$ cat config.mk
export PLATFORM = sky130hd
export DESIGN_NAME = regfiletmp_ctrl
export DESIGN_NICKNAME = d
export VERILOG_FILES = /design/src/rtl/regfiletmp_ctrl.sv
export SDC_FILE = /design/constraint.sdc
export NUM_CORES = 1
export LEC_CHECK = 0
export CELL_PAD_IN_SITES_DETAIL_PLACEMENT = 0
export CELL_PAD_IN_SITES_GLOBAL_PLACEMENT = 1
export CORE_AREA = 2 2 142 144
export CTS_CLUSTER_DIAMETER = 80
export DETAILED_ROUTE_END_ITERATION = 8
export DIE_AREA = 0 0 144 146
export DONT_BUFFER_PORTS = 1
export GPL_TIMING_DRIVEN = 0
export PLACE_DENSITY_LB_ADDON = 0.08
export SETUP_SLACK_MARGIN = 0.3
export SLEW_MARGIN = 20
export SYNTH_ARGS = -nofsm -noshare
export SYNTH_HDL_FRONTEND = slang
export SYNTH_SLANG_ARGS = --single-unit
export TNS_END_PERCENT = 5
$ cat constraint.sdc
create_clock -name clock -period 9.85 [get_ports clock]
set_input_delay 0 -clock clock [delete_from_list [all_inputs] [get_ports clock]]
set_output_delay 0 -clock clock [all_outputs]
set_load 0.02 [all_outputs]
$ cat src/rtl/regfiletmp_ctrl.sv
// regfiletmp_ctrl
//   Allocation, write-port arbitration and in-order retirement controller for
//   the temporary (speculative) register file. Entries are allocated in
//   circular order, dispatch and two completion sources share the file's
//   single write port, the head entry retires once its speculative value is
//   valid, and a misprediction flush clears the file in one cycle.
//
// Ports
//   clock, reset               rising-edge clock, async active-low reset
//   disp_*                     dispatch request / allocation handshake
//   cmp0_*, cmp1_*             completion sources (tag, data, handshake)
//   rf_data_in, rf_waddr       write port data/address
//   rf_new_entry               full-entry write strobe (dispatch)
//   rf_update_entry            spec_data/spec_valid write strobe (completion)
//   rf_rd_addr1, rf_data_out1  head entry read port
//   rf_flush                   clear the temporary register file
//   cmt_*                      retirement to the architectural file
//   flush_req                  misprediction flush request
//   count, full, empty         occupancy
//
// Entry layout: {rd[72:68], pc[67:36], type[35:34], spec_data[33:2],
//                spec_valid[1], valid[0]}
module regfiletmp_ctrl #(
  parameter int DEPTH = 32,
  parameter int TAG_W = 5
) (
  input  logic             clock,
  input  logic             reset,
  input  logic             disp_req,
  input  logic [4:0]       disp_rd,
  input  logic [31:0]      disp_pc,
  input  logic [1:0]       disp_type,
  output logic             disp_ack,
  output logic [TAG_W-1:0] disp_tag,
  input  logic             cmp0_req,
  input  logic [TAG_W-1:0] cmp0_tag,
  input  logic [31:0]      cmp0_data,
  output logic             cmp0_ack,
  input  logic             cmp1_req,
  input  logic [TAG_W-1:0] cmp1_tag,
  input  logic [31:0]      cmp1_data,
  output logic             cmp1_ack,
  output logic [72:0]      rf_data_in,
  output logic [TAG_W-1:0] rf_waddr,
  output logic             rf_new_entry,
  output logic             rf_update_entry,
  output logic [TAG_W-1:0] rf_rd_addr1,
  input  logic [72:0]      rf_data_out1,
  output logic             rf_flush,
  output logic             cmt_valid,
  output logic [4:0]       cmt_rd,
  output logic [31:0]      cmt_data,
  output logic [31:0]      cmt_pc,
  input  logic             cmt_ready,
  input  logic             flush_req,
  output logic [TAG_W:0]   count,
  output logic             full,
  output logic             empty
);

  localparam int CNT_W = TAG_W + 1;

  typedef enum logic {RUN = 1'b0, FLUSH = 1'b1} state_t;

  state_t           state_q, state_d;
  logic [TAG_W-1:0] head_q, tail_q;
  logic [CNT_W-1:0] count_q;
  logic             rr_q;          // favoured completion source when both request

  logic             run_active;
  logic             cmp_any, cmp_sel, cmp_grant, disp_grant;
  logic [TAG_W-1:0] cmp_tag, tag_off;
  logic [31:0]      cmp_data;
  logic             in_flight, head_ready, retire;
  logic             unused_type;

  assign unused_type = ^rf_data_out1[35:34];

  assign full  = (count_q == CNT_W'(DEPTH));
  assign empty = (count_q == '0);
  assign count = count_q;

  // Grant decode: completions win over dispatch; a flush request or reset
  // suppresses every grant in the cycle it is seen.
  assign run_active = reset && (state_q == RUN) && !flush_req;
  assign cmp_any    = cmp0_req | cmp1_req;
  assign cmp_sel    = (cmp0_req && cmp1_req) ? rr_q : cmp1_req;
  assign cmp_grant  = run_active && cmp_any;
  assign disp_grant = run_active && !cmp_any && disp_req && !full;

  assign cmp_tag  = cmp_sel ? cmp1_tag  : cmp0_tag;
  assign cmp_data = cmp_sel ? cmp1_data : cmp0_data;

  // Offset from head wraps modulo DEPTH, so a single compare covers the
  // wrapped occupied window.
  assign tag_off   = cmp_tag - head_q;
  assign in_flight = ({1'b0, tag_off} < count_q);

  assign head_ready = !empty && rf_data_out1[0] && rf_data_out1[1];
  assign retire     = run_active && head_ready && cmt_ready;

  // State register and pointers
  always_ff @(posedge clock or negedge reset) begin
    if (!reset) begin
      state_q <= RUN;
      head_q  <= '0;
      tail_q  <= '0;
      count_q <= '0;
      rr_q    <= 1'b0;
    end else begin
      state_q <= state_d;
      if (state_q == RUN && flush_req) begin
        head_q  <= '0;
        tail_q  <= '0;
        count_q <= '0;
      end else begin
        if (disp_grant) tail_q <= tail_q + 1'b1;
        if (retire)     head_q <= head_q + 1'b1;
        count_q <= count_q + CNT_W'(disp_grant) - CNT_W'(retire);
      end
      // A dropped (not in flight) completion still counts as the grant.
      if (cmp_grant) rr_q <= ~cmp_sel;
    end
  end

  // Next-state logic: a flush lasts exactly one cycle; a request seen
  // while already flushing is absorbed.
  always_comb begin
    state_d = state_q;
    unique case (state_q)
      RUN:     if (flush_req) state_d = FLUSH;
      FLUSH:   state_d = RUN;
      default: state_d = RUN;
    endcase
  end

  // Output logic
  always_comb begin
    disp_ack        = disp_grant;
    disp_tag        = tail_q;
    cmp0_ack        = cmp_grant && !cmp_sel;
    cmp1_ack        = cmp_grant && cmp_sel;
    rf_new_entry    = disp_grant;
    rf_update_entry = cmp_grant && in_flight;
    rf_waddr        = '0;
    rf_data_in      = '0;
    if (disp_grant) begin
      rf_waddr   = tail_q;
      rf_data_in = {disp_rd, disp_pc, disp_type, 32'h0, 1'b0, 1'b1};
    end else if (cmp_grant && in_flight) begin
      rf_waddr   = cmp_tag;
      rf_data_in = {39'h0, cmp_data, 1'b1, 1'b0};
    end
    rf_rd_addr1 = head_q;
    rf_flush    = (state_q == FLUSH);
    cmt_valid   = run_active && head_ready;
    cmt_rd      = rf_data_out1[72:68];
    cmt_pc      = rf_data_out1[67:36];
    cmt_data    = rf_data_out1[33:2];
  end

endmodule
### Yosys cells after proc, flatten, opt, wreduce, memory -nomap -nowiden

Index checks and enable logic that the tools add are counted.

* divide/modulo/power cells: 0
* equality and inequality tests: 1
* shift-type cells: 0
* multiplexer cells: 14
* bitwise gates (word level): 3
* multipliers: 0
* $lt $le $gt $ge: 1
* reduce and logical (&&, ||, !) cells: 23
* add/subtract/negate cells: 5

Operator list (number)
* 73-bit two-way mux: 1
* 5-bit two-way mux: 7
* 34-bit two-way mux: 1
* 32-bit two-way mux: 1
* 1-bit logical AND: 15
* 5-bit by 1-bit adder with 5-bit output (second input constant): 2
* 6-bit by 1-bit adder with 6-bit output: 1
* 6-bit == test (second input constant): 1
* 6-bit zero test: 1
* 5-bit by 6-bit less-than comparator with 1-bit output: 1
* 6-bit two-way mux: 1
* 6-bit by 1-bit subtractor with 6-bit output: 1
* 1-bit zero test: 5
* 5-bit subtractor: 1
* 2-bit nonzero test: 2
* 1-bit two-way mux: 2
* 1-bit NOT: 2
* 1-bit case mux with 2 select lines: 1
* 1-bit bitwise OR: 1

* memories: 0
* memory bits (read-only): 0
* word-level logic and storage cells: 52
* bits in registers: 18
* bits in writable memories: 0
* output and inout bits: 172
* input port bits: 193
* latch bits: 0

### Depth between registers and ports, before layout

* depth in word-level cells: 9
* gate-level depth with buffers: 15
* depth with buffers taken out: 14

### Least setup slack after synthesis

OpenSTA, ideal clock, no wires.

* path kind: flip-flop to output port
* from: register rr_q
* to: output rf_data_in[26]
* path slack: 6.411 ns
* path buffers: 2
* arrival time: 3.439 ns
* cell stages (with the launch flop): 15
* required time: 9.850 ns
* cells stage by stage: dfrtp_1 nand2b_1 and2_1 buf_2 mux2_1 ha_1 a21o_1 a21oi_1 xnor3_1 ha_1 and4b_1 o21ai_1 o211ai_4 buf_2 a21oi_1

* longest elaborated chain between the ends: 7
* elaborated cells between the ends (all ways): 8
* those cells by class: 1 x add/sub; 1 x order compare; 5 x mux; 1 x reduce/logical

RTL lines
* start: declaration: RTL line 68 `logic rr_q;`
* start signal: assignment: RTL line 122 `if (cmp_grant) rr_q <= ~cmp_sel;`
* 1-bit two-way mux *: RTL line 87 `assign cmp_sel = (cmp0_req && cmp1_req) ? rr_q : cmp1_req;`
* 5-bit two-way mux: RTL line 91 `assign cmp_tag = cmp_sel ? cmp1_tag : cmp0_tag;`
* 5-bit subtractor: RTL line 96 `assign tag_off = cmp_tag - head_q;`
* 5-bit by 6-bit less-than comparator with 1-bit output: RTL line 97 `assign in_flight = ({1'b0, tag_off} < count_q);`
* 1-bit logical AND: RTL line 150 `end else if (cmp_grant && in_flight) begin`
* 34-bit two-way mux *: RTL line 150
* 73-bit two-way mux *: RTL line 147 `if (disp_grant) begin`
* end: declaration: RTL line 43 `output logic [72:0] rf_data_in,`

Every way passes the cells marked *; elsewhere a longest branch is shown, timed or not.

### Final worst setup path

* from: register rr_q
* to: output rf_data_in[9]

Same word-level chain as after synthesis.

==> summary.md <==
| Metric | Value |
|---|---|
| Nets@finish | `604` |
| Achievable Freq | `228 MHz` |
| Fin. Hold Viols | `0` |
| Most common cell after layout, fill and taps aside | `nand2_1` |
| Worst r2r dst | `count[5]` |
| Worst Hold End | `rf_rd_addr1[2]` |
| Vias per cell | `roughly 3.9` |
| Largest family of logic cells by synthesized area | `simple AND/OR/NAND/NOR gates` |
| Final WL | `12.0 mm` |
| Drt first pass iters | `4` |
| Diode count | `0` |
| Area of the mapped netlist | `around 2800 um2` |
| Reg area | `450 um2` |
| Crit. path cell count | `15` |
| Post-synthesis net count | `596` |
| Final non-filler cell total | `654` |
| First-pass GRT wire length | `16.5 mm` |
| Grt ovf | `0` |
| Max Fanout on Critical Path | `10` |
| Worst-case reg-to-reg path depth | `10` |
| Hold depth | `4` |
| CTS sink cnt | `18` |
| Critical path required time | `9850 ps` |
| Leak | `1.45 nW` |
| Power Dens Cells | `roughly 140 nW/um2` |
| Mux cell area share after synthesis | `3.06%` |
| Setup Viol. Count Final | `0` |
| Cell count after placement | `647` |
| Die extent in x | `144 um` |
| Placer's final routability congestion estimate | `approximately 0.66` |
| Compound-Gate Fraction of Synth Area | `12.5%` |
| Crit end category | `primary output` |
| Layout cells sized above 1 | `around a quarter` |
| Worst setup margin | `5470 ps` |
| Post-Syn Instances | `roughly 380` |
| Core area | `19,300 um2` |
| Post-CTS sizing | `0` |
| FP Rows | `51` |
| Hold_ws | `47.6 ps` |
| RSZ-0062 raised after global routing | `no` |
| CP Cell Sequence | `nand2b_1, nand2_1, mux2i_1, ha_1, fa_1, inv_1, a21o_1, a21oi_1, xnor3_1, ha_1, and4b_1, o21ai_1, o211ai_4, buf_2, a21oi_1` |
| DRT iter0 DRCs | `46` |
| Worst-Skew Late Latency | `260 ps` |
| # fillers | `2,234` |
| Period utilisation layout | `44.5%` |
| Slew headroom | `between 30% and 40%` |
| Number of global-route vias before repair | `2,637` |
| Post-route clock skew | `3.30 ps` |
| Synth Area per Inst | `between 7 and 8 um2` |
| DRC Markers | `0` |
| Kind of cell adding the most delay to the critical path | `compound AO/OA/AOI/OAI gates` |
| Commonest non-fill, non-tap cells in the layout | `73 x nand2_1, 71 x buf_4, 40 x and2_1` |
| Post-place setup slack | `5580 ps` |
| Tot GR Track Use | `10.2%` |
| Arr. time, crit path | `4380 ps` |
| Port Buffers | `0` |
| Worst slew pin tran | `952 ps` |
| Area of the multi-input gates | `1640 um2` |
| Initial antenna violation count | `0` |
| WS Path Type | `register to primary output` |
| Clock root buffer | `clkbuf_16` |
| Number of max-cap violations | `0` |
| Postcts setup bufs | `0` |
| Slew Limit Fails | `0` |
| Synth warnings | `0` |
| Ys async rst share | `100%` |
| I/O pin cnt | `approximately 370` |
| Wire per inst | `18.3 um` |
| Hpwl dp | `around 10 mm` |
| Final instance area | `3230 um2` |
| R2r startpoint | `rf_flush` |
| CTS buffer count | `3` |
| DIE AREA | `21,000 um2` |
| Hold path start | `cmt_ready` |
| Adder-Cell Fraction of Synth Area | `between 9 and 10%` |
| Largest net degree at the start of global routing | `19` |
| Clock slew at reported path FFs | `roughly 60 ps` |
| Via Count | `2,524` |
| Post-route minimum period | `4380 ps` |
| Dpl cell area | `3110 um2` |
| Clock tree buffer depth | `2` |
| Register area share after synthesis | `16.2%` |
| CP max-delay cell | `a21oi_1` |
| Layout area overhead | `16.2%` |
| Reg2reg setup slack | `around 6700 ps` |
| Min-Delay Path Class | `primary input to register` |
| Post-synthesis cell type count | `46` |
| Critical Path Start | `rr_q` |
| Post-synth EDFFs | `0` |
| Initial Utilization | `14.4%` |
| H-Tree Level Count | `1` |
| XOR/XNOR Fraction of Synth Area | `3.96%` |
| Post-route setup TNS | `0 ps` |
| Seq cells post-synth | `18` |
| Routed Antenna Nets | `0` |
| Worst Setup Start Kind | `register` |
| Die Y | `146 um` |
| Ys flop type | `dfrtp_1` |
| Bufs and invs on worst path | `2` |
| CTS tree | `done` |
| Run status | `finished clean` |
| Simple-gate portion of the synthesized area | `~29%` |
| Slowest stage delay, CP | `490 ps` |
| Post-CTS Hold Fix Bufs | `3` |
| Peak supply drop | `85.0 uV` |
[per-stage QoR]
step                utilization (%)  total power [mW]
floorplan                         -             0.319
global placement               16.1             0.377
detailed placement             16.1             0.374
CTS                            16.7             0.478
global route                   16.7             0.512
finish                         16.7             0.467
[worst register-to-register path, delay by kind of cell (launching register included)]
kind / cells / cell delay, ps
AND/OR/NAND/NOR: 3 / 1240
AO/OA/AOI/OAI: 3 / 340
flip-flops: 1 / 480
buffers and inverters: 3 / 770
adder cells (fa/ha/maj): 1 / 260
[worst max-delay path by stage]
stage / to
3_3_place_gp: rf_data_in[9]
6_report: rf_data_in[9]
3_5_place_dp: rf_data_in[9]
2_1_floorplan: rf_data_in[26]
4_1_cts: rf_data_in[9]
5_1_grt: rf_data_in[9]
[cell type report]
class	instances	share of cell area, %
Multi-Input combinational cell	254	50.6
Inverter	19	2.21
Tap cell	265	10.3
Sequential cell	18	13.9
Clock buffer	4	2.75
Buffer	91	19.3
Timing Repair Buffer	3	0.929
[state kept, by name (all words and copies together), names as in the netlist]
| signal | flops |
|---|---|
| rf_rd_addr1 | 5 |
| rr_q | 1 |
| count | 6 |
| disp_tag | 5 |
| rf_flush | 1 |
[synth_stat cells, drive strengths merged (2+ instances only)]
cell type / number / area (um2)
nand4: 4 / 25.0
nor4: 5 / 65.1
and2: 40 / 250
mux2: 4 / 45.0
nor3: 2 / 10.0
clkbuf: 11 / 41.3
or4: 2 / 15.0
o211ai: 2 / 28.8
mux2i: 4 / 40.0
a32o: 2 / 20.0
nor2: 17 / 73.8
ha: 19 / 238
a21oi: 39 / 195
nand2: 73 / 274
xnor2: 10 / 87.6
a21o: 4 / 30.0
dfrtp: 18 / 450
fa: 2 / 40.0
inv: 19 / 71.3
nor2b: 5 / 31.3
o21ai: 4 / 20.0
buf: 80 / 584
[cell families after synthesis]
group | count (synthesis)
multiplexers | 8
AND/OR/NAND/NOR | 156
XOR/XNOR | 11
adder cells (fa/ha/maj) | 21
buffers and inverters | 110
flip-flops | 18
AO/OA/AOI/OAI | 58
[layer usage]
layer,global-route usage [%],vias up,part of all wire [%]
met1,11.4,1156,37
li1,-,1188,-
met5,0,-,0
met4,0.441,0,0
met2,20.0,180,53
met3,2.60,0,9.5
[power breakdown]
part	total [mW]	leakage (nW)	internal (mW)	switching (mW)
clock network	0.0957	0.0442	0.0620	0.0336
registers	0.108	0.242	0.0844	0.0237
logic	0.263	1.16	0.0959	0.167
total	0.467	1.45	0.242	0.224
Note: power is estimated with default switching activity, not from simulation.
